`src/rtl/seq_gen_pkg.sv`:
```
// Shared definitions for the serial 0010 pattern transmitter: state encoding,
// default pattern and the bit-counter width helper.
package seq_gen_pkg;

  localparam logic [1:0] ST_IDLE = 2'd0;
  localparam logic [1:0] ST_SEND = 2'd1;
  localparam logic [1:0] ST_GAP  = 2'd2;

  typedef enum logic [1:0] {
    S_IDLE = ST_IDLE,
    S_SEND = ST_SEND,
    S_GAP  = ST_GAP
  } state_t;

  localparam logic [3:0] DEFAULT_PATTERN = 4'b0010;

  // Wide enough to index every pattern bit plus the optional parity slot.
  function automatic int bit_cnt_w(input int pat_w);
    return $clog2(pat_w + 1);
  endfunction

endpackage

```
`src/rtl/seq_gen_0010.sv`:
```
// Serial pattern transmitter: a start pulse sends (repeat_cnt+1) copies of PATTERN,
// MSB first, with gap idle cycles between copies. Define SEQ_GEN_PARITY_EN to append an even-parity bit per copy.
module seq_gen_0010
  import seq_gen_pkg::*;
#(
  parameter int               PAT_W    = 4,
  parameter logic [PAT_W-1:0] PATTERN  = DEFAULT_PATTERN,
  parameter int               CNT_W    = 4,
  parameter int               GAP_W    = 3,
  parameter logic             IDLE_LVL = 1'b1
) (
  input  logic             clk,
  input  logic             rst_n,
  input  logic             start,
  input  logic [CNT_W-1:0] repeat_cnt,
  input  logic [GAP_W-1:0] gap,
  output logic             out,
  output logic             out_valid,
  output logic             busy,
  output logic             done,
  output logic [1:0]       state_dbg
);

  // Handshake: start is sampled only in IDLE (ignored, not queued, while busy);
  // busy rises the cycle after accept and drops in the single done cycle, which
  // is itself IDLE and may accept the next start.

  localparam int BC_W = bit_cnt_w(PAT_W);

`ifdef SEQ_GEN_PARITY_EN
  localparam logic [BC_W-1:0] LAST_IDX   = BC_W'(PAT_W);
  localparam logic [BC_W-1:0] PAR_IDX    = BC_W'(PAT_W - 1);
  localparam logic            PARITY_BIT = ^PATTERN;
`else
  localparam logic [BC_W-1:0] LAST_IDX   = BC_W'(PAT_W - 1);
`endif

  state_t           state, state_n;
  logic [PAT_W-1:0] shreg, shreg_n;
  logic [BC_W-1:0]  bit_cnt, bit_cnt_n;
  logic [CNT_W-1:0] rep_cnt, rep_cnt_n;
  logic [GAP_W-1:0] gap_ld, gap_ld_n;
  logic [GAP_W-1:0] gap_cnt, gap_cnt_n;
  logic             out_n, out_valid_n, busy_n, done_n;
  logic             load;

  always_ff @(posedge clk or negedge rst_n) begin
    if (!rst_n) begin
      state     <= S_IDLE;
      shreg     <= '0;
      bit_cnt   <= '0;
      rep_cnt   <= '0;
      gap_ld    <= '0;
      gap_cnt   <= '0;
      out       <= IDLE_LVL;
      out_valid <= 1'b0;
      busy      <= 1'b0;
      done      <= 1'b0;
    end else begin
      state     <= state_n;
      shreg     <= shreg_n;
      bit_cnt   <= bit_cnt_n;
      rep_cnt   <= rep_cnt_n;
      gap_ld    <= gap_ld_n;
      gap_cnt   <= gap_cnt_n;
      out       <= out_n;
      out_valid <= out_valid_n;
      busy      <= busy_n;
      done      <= done_n;
    end
  end

  // Outputs are computed for the next cycle and registered, so bit_cnt is the
  // index of the bit currently on out and shreg holds the bits still to come.
  always_comb begin
    state_n     = state;
    shreg_n     = shreg;
    bit_cnt_n   = bit_cnt;
    rep_cnt_n   = rep_cnt;
    gap_ld_n    = gap_ld;
    gap_cnt_n   = gap_cnt;
    out_n       = IDLE_LVL;
    out_valid_n = 1'b0;
    busy_n      = 1'b0;
    done_n      = 1'b0;
    load        = 1'b0;

    case (state)
      S_IDLE: begin
        if (start) begin
          rep_cnt_n = repeat_cnt;
          gap_ld_n  = gap;
          load      = 1'b1;
        end
      end

      S_SEND: begin
        if (bit_cnt != LAST_IDX) begin
          busy_n      = 1'b1;
          out_valid_n = 1'b1;
          bit_cnt_n   = bit_cnt + BC_W'(1);
`ifdef SEQ_GEN_PARITY_EN
          if (bit_cnt == PAR_IDX) begin
            out_n = PARITY_BIT;
          end else begin
            out_n   = shreg[PAT_W-1];
            shreg_n = shreg << 1;
          end
`else
          out_n   = shreg[PAT_W-1];
          shreg_n = shreg << 1;
`endif
        end else if (rep_cnt == '0) begin
          state_n   = S_IDLE;
          bit_cnt_n = '0;
          done_n    = 1'b1;
        end else if (gap_ld != '0) begin
          state_n   = S_GAP;
          bit_cnt_n = '0;
          gap_cnt_n = '0;
          busy_n    = 1'b1;
        end else begin
          load      = 1'b1;
          rep_cnt_n = rep_cnt - CNT_W'(1);
        end
      end

      S_GAP: begin
        busy_n = 1'b1;
        if (gap_cnt == gap_ld - GAP_W'(1)) begin
          load      = 1'b1;
          gap_cnt_n = '0;
          rep_cnt_n = rep_cnt - CNT_W'(1);
        end else begin
          gap_cnt_n = gap_cnt + GAP_W'(1);
        end
      end

      default: state_n = S_IDLE;
    endcase

    // Common (re)load path: first bit goes out immediately, the rest are shifted.
    if (load) begin
      state_n     = S_SEND;
      shreg_n     = PATTERN << 1;
      bit_cnt_n   = '0;
      out_n       = PATTERN[PAT_W-1];
      out_valid_n = 1'b1;
      busy_n      = 1'b1;
    end
  end

  assign state_dbg = state;

endmodule
```
`config.mk`:
```
export PLATFORM = sky130hd
export DESIGN_NAME = seq_gen_0010
export DESIGN_NICKNAME = d
export VERILOG_FILES = /design/src/rtl/seq_gen_pkg.sv /design/src/rtl/seq_gen_0010.sv
export SDC_FILE = /design/constraint.sdc
export NUM_CORES = 1
export LEC_CHECK = 0
export CAP_MARGIN = 10
export CORE_ASPECT_RATIO = 0.8
export CORE_MARGIN = 4
export CORE_UTILIZATION = 54
export CTS_CLUSTER_SIZE = 28
export DETAILED_ROUTE_END_ITERATION = 8
export PLACE_DENSITY = 0.81
export SLEW_MARGIN = 20
export SYNTH_ARGS = -nofsm -noshare
export SYNTH_HDL_FRONTEND = slang
export SYNTH_SLANG_ARGS = --single-unit
```
`constraint.sdc`:
```
create_clock -name clk -period 2.4 [get_ports clk]
set_clock_uncertainty 0.15 [all_clocks]
set_input_delay 0.48 -clock clk [delete_from_list [all_inputs] [get_ports clk]]
set_output_delay 0.48 -clock clk [all_outputs]
set_load 0.01 [all_outputs]
```
* Word level (Yosys, flattened, before mapping)
Cells that the tools add are included.
** Operators by class
- Add/subtract/negate cells :: 4
- Equal/unequal tests :: 13
- Multiplexer cells :: 43
- Reductions and logical operators :: 15
** Operators with widths (count)
- 2-to-1 mux 4 bit :: 8
- 2-to-1 mux 3 bit :: 8
- 2-to-1 mux 1 bit :: 18
- != test 2 bit (second input constant) :: 6
- one-hot mux 4 bit (3 select lines) :: 1
- 2-to-1 mux 2 bit :: 4
- adder 3 x 1 -> 3 bit (second input constant) :: 2
- one-hot mux 3 bit (2 select lines) :: 1
- AND reduction 2 bit :: 3
- AND reduction 6 bit :: 1
- nonzero test 2 bit :: 3
- nonzero test 3 bit :: 2
- zero test 4 bit :: 1
- != test 4 bit (second input constant) :: 1
- one-hot mux 2 bit (2 select lines) :: 1
- AND reduction 4 bit :: 1
- nonzero test 4 bit :: 1
- subtractor 4 x 1 -> 4 bit (second input constant) :: 1
- equality test 3 bit :: 1
- != test 3 x 2 -> 1 bit (second input constant) :: 1
- != test 3 bit (second input constant) :: 1
- one-hot mux 1 bit (3 select lines) :: 1
- AND reduction 3 bit :: 1
- subtractor 3 x 1 -> 3 bit (second input constant) :: 1
- 6 further kinds :: 6
** Storage, ports and cells
- Register bits :: 23
- Input port bits :: 10
- Logic and storage cells :: 85

* Depth between registers and ports, before layout
Gate-level depths: netlist of run 1.
- Word-level depth :: 7
- Mapped depth :: 7
- Gate-level depth less buffers :: 7

* Worst setup path before layout of run 1
Ideal clock, no wire load.
- Path type :: reg2reg
- From :: reg state[0], in the netlist state_dbg[0]
- To :: reg gap_cnt[2]
- Setup time :: 121 ps
- Arrival time :: 1654 ps
- Required time :: 2129 ps
- Setup slack :: 475 ps
- Cell stages (with the launch flop) :: 7
- Path buffers :: 1
- Period minus slack after synthesis :: 1925 ps
- Cells stage by stage :: dfrtp_1 > inv_1 > ha_1 > clkbuf_1 > o211ai_1 > o21bai_1 > a22o_1
** Between the ends
- Cells in the longest elaborated chain, start to end :: 3
** RTL lines
- from (decl) :: line seq_gen_0010.sv:38 : state_t state, state_n;
- from (signal assigned) :: line seq_gen_0010.sv:60 : state <= state_n;
- equality test 2 x 1 -> 1 bit / equality test 2 bit (equally long branches) :: line seq_gen_0010.sv:88 : case (state)
- != test 2 bit (no line) / nonzero test 2 bit (equally long branches)
- AND reduction 4 bit (no line)
- to (signal assigned) :: line seq_gen_0010.sv:65 : gap_cnt <= gap_cnt_n;
- to (decl) :: line seq_gen_0010.sv:43 : logic [GAP_W-1:0] gap_cnt, gap_cnt_n;
Several ways; a longest one is shown, not always the timed one.
A chain may end at the register's enable or synchronous reset.

* Worst setup path in the final report of run 1
- From :: reg state[1], in the netlist state_dbg[1]
- To :: reg rep_cnt[3]
** Between the ends
- Cells in the longest elaborated chain, start to end :: 3
** RTL lines
- equality test 2 bit, or another cell as far along :: line seq_gen_0010.sv:88
- != test 2 bit (no line) / nonzero test 3 bit (equally long branches)
- AND reduction 6 bit (no line)
- to (signal assigned) :: line seq_gen_0010.sv:63 : rep_cnt <= rep_cnt_n;
- to (decl) :: line seq_gen_0010.sv:41 : logic [CNT_W-1:0] rep_cnt, rep_cnt_n;
Several ways; a longest one is shown, not always the timed one.

==> results of run 1 <==
## placed cells by master, fill, tap and decap left out, types with 2 or more instances in the layout
master,count
sky130_fd_sc_hd__dfrtp_1,20
sky130_fd_sc_hd__clkdlybuf4s50_1,15
sky130_fd_sc_hd__inv_1,13
sky130_fd_sc_hd__ha_1,10
sky130_fd_sc_hd__nor2_1,6
sky130_fd_sc_hd__nand2_1,5
sky130_fd_sc_hd__nand2b_1,4
sky130_fd_sc_hd__nor2b_1,4
sky130_fd_sc_hd__mux2_2,4
sky130_fd_sc_hd__mux2i_1,4
sky130_fd_sc_hd__o21ai_0,3
sky130_fd_sc_hd__xor2_1,3
sky130_fd_sc_hd__a21o_1,3
sky130_fd_sc_hd__a21oi_1,3
sky130_fd_sc_hd__a211oi_1,3
sky130_fd_sc_hd__clkbuf_4,3
sky130_fd_sc_hd__o211ai_1,2
sky130_fd_sc_hd__nand3_1,2
sky130_fd_sc_hd__a41oi_1,2
## area by class of cell
cell class | count | area share (%)
Timing Repair Buffer | 16 | 10.9
Clock buffer | 4 | 1.82
Sequential cell | 21 | 36.5
Multi-Input combinational cell | 78 | 45.1
Tap cell | 25 | 2.17
Inverter | 13 | 3.39
## worst max-delay path, cell delays in order (launching register included)
cell                        delay, ps
sky130_fd_sc_hd__dfrtp_1          460
sky130_fd_sc_hd__inv_1             90
sky130_fd_sc_hd__ha_1             370
sky130_fd_sc_hd__nor2b_1          240
sky130_fd_sc_hd__a2111oi_4        390
sky130_fd_sc_hd__a41oi_1          180
sky130_fd_sc_hd__a41oi_1          210
## through the flow
stage               worst slack [ps]  instances
finish                           229        157
global route                    80.1        157
CTS                              212        157
detailed placement               243        153
global placement                 316        153
floorplan                        475        114
## per-layer routing
metal	wire (um)	global-route usage (%)	share of wire (%)	up-vias
li1	-	-	-	443
met3	137	4.80	6.0	9
met4	43	4.95	1.9	0
met5	0	0	0	-
met1	1050	22.4	46	439
met2	1050	28.6	46	33
## sequential cells by signal (all words and copies together), names as in the netlist
signal     count
gap_cnt        3
out_valid      1
shreg          2
busy           1
state_dbg      2
gap_ld         3
bit_cnt        3
out            1
done           1
rep_cnt        4
## cell families after synthesis
group	synth area share [%]
flops	42.6
mux	6.88
simple gates	15.0
compound gates	18.5
buf+inv	4.85
fa+ha+maj	10.1
xor+xnor	2.12
## final timing paths
| check | endpoint | slack, ps | cells past startpoint |
|---|---|---|---|
| min in group asynchronous | gap_ld[2] | 380 | 1 |
| worst min register to register | shreg[2] | 370 | 1 |
| worst max-delay path | rep_cnt[3] | 230 | 6 |
| worst min-delay path | shreg[2] | 370 | 1 |
| worst max register to register | rep_cnt[3] | 230 | 6 |
| max in group asynchronous | rep_cnt[1] | 1160 | 2 |
## report_power, final
part	switching, uW	internal, uW
Clock	111	65.0
Sequential	107	505
Combinational	582	520
==> results.json, run 1 <==
{
  "result_of_the_run": "finished clean",
  "dpl-instance-area_sq_um": 1420,
  "yosysTopAreaCellShare_pct": 40.4,
  "synth_seq_area_share_pct": 42.6,
  "dieHeight_um": 50.8,
  "timing_max_transition_violations_final": 0,
  "syn_inst": 114,
  "grt_antenna_before_repair": 0,
  "critPathRequiredTime_ps": 2480,
  "worst_r2r_startpoint": "state_dbg[1]",
  "worstMarginPinSlew_ps": 596,
  "area_delta_synth_final_pct": 16.5,
  "worst_setup_path_start_kind": "register",
  "global_route_wire_length_before_repair_um": 4110,
  "cts_tree": "yes",
  "post-synth-top-count-cell": "sky130_fd_sc_hd__dfrtp_1",
  "report.final.hold_viol_count": 0,
  "netlist.top_cell.by_area": "sky130_fd_sc_hd__dfrtp_1",
  "floorplan.rows": 15,
  "floorplan.core_area_sq_um": 2180,
  "timing.final.crit_period_ps": 2170,
  "num-nets-final": 153,
  "overall_global_routing_resource_usage_pct": 17.5,
  "multi_input_area_sq_um": 651,
  "fmax_mhz": 461,
  "initial_utilization_pct": 56.8,
  "sum_of_net_half_perimeters_after_detailed_placement_um": 1770,
  "layout_worst_path_cycle_share_pct": 90.5,
  "viasPerCell": 5.89,
  "seq_area_sq_um": 527,
  "via_count": 924,
  "design_area_sq_um": 1440,
  "cts.hold.buffers_added": 0,
  "synth_seq_cells": 21,
  "route.detailed.drc": 0,
  "port_buffers": 15,
  "post-layout-total-power_uw": 1890,
  "critical_path.max_fanout": 12,
  "cap_viol_max_count": 0,
  "ys_top_cells_by_count": "sky130_fd_sc_hd__dfrtp_1 (20), sky130_fd_sc_hd__inv_1 (13), sky130_fd_sc_hd__ha_1 (10)",
  "netlist-cell-type-count": 40,
  "synth-async-reset-ratio_pct": 100,
  "hold_path_class": "reg2reg",
  "clock_insertion_delay_worst_skew_ps": 310,
  "maxSlewHeadroom_pct": 60.2,
  "htreeDepth": 1,
  "synth_edf_count": 0,
  "fin_setup_tns_ps": 0,
  "drtIter0Drc": 37,
  "die_w_um": 61.5,
  "rsz0062_at_grt": "no",
  "setup.worst_path.end_class": "register",
  "final_core_utilization_pct": 66.2,
  "fillCellCount": 174,
  "first_global_vias": 961,
  "clockBufferDepth": 2,
  "grt_start_max_net_pins": 14,
  "static-leakage-power_uw": 0.000668,
  "num_antenna_cells": 0,
  "avgSynthCellArea_sq_um": 10.9,
  "setup_viol": 0,
  "clock_pin_slew_of_the_registers_on_the_worst_case_setup_and_hold_paths_ps": 110,
  "syn-num-nets": 134,
  "synthFlopType": "sky130_fd_sc_hd__dfrtp_1",
  "globalplace.congestion": 0.801,
  "hold_path.startpoint": "shreg[2]",
  "die_area_sq_um": 3130,
  "synth_area_leaders": "sky130_fd_sc_hd__dfrtp_1 (40%), sky130_fd_sc_hd__ha_1 (10%), sky130_fd_sc_hd__inv_1 (3.9%)",
  "critPathKind": "reg2reg",
  "synth_area_sq_um": 1240,
  "final_antenna_net_count": 0,
  "firstDrtPassIters": 4,
  "postCtsSetupBuffers": 0,
  "peakVddDrop_uv": 976,
  "cts_buffers": 3,
  "clk_root_buffer_cell": "sky130_fd_sc_hd__clkbuf_4",
  "critPathLaunch": "state_dbg[1]",
  "cts-resized-gates": 0,
  "hold-worst-slack_ps": 374,
  "gr-total-overflow": 0,
  "drive_gt1_share_pct": 11.4,
  "pin_count": 16,
  "p_per_cell_area_nw_per_um2": 1310,
  "synthesis.yosys.warnings": 0,
  "clock_sink_count": 21,
  "routedWlPerCell_um": 14.5,
  "critical_path_arrival_ps": 2250,
  "wl_um": 2280
}
No activity file was read; power rests on OpenSTA's default activity.
==> inputs of run 2 (changes only) <==
--- a/config.mk
+++ b/config.mk
@@ -9,6 +9,7 @@
 export CORE_ASPECT_RATIO = 0.8
 export CORE_MARGIN = 4
 export CORE_UTILIZATION = 54
+export CTS_CLUSTER_DIAMETER = 200
 export CTS_CLUSTER_SIZE = 28
 export DETAILED_ROUTE_END_ITERATION = 8
 export PLACE_DENSITY = 0.81
==> results of run 2 <==
Final layout, timing and power as in run 1 (identical DEF).
==> inputs of run 3 (changes only) <==
--- a/config.mk
+++ b/config.mk
@@ -5,7 +5,7 @@
 export SDC_FILE = /design/constraint.sdc
 export NUM_CORES = 1
 export LEC_CHECK = 0
-export CAP_MARGIN = 10
+export CAP_MARGIN = 40
 export CORE_ASPECT_RATIO = 0.8
 export CORE_MARGIN = 4
 export CORE_UTILIZATION = 54
==> results of run 3 <==
Final layout, timing and power as in run 1 (identical DEF).
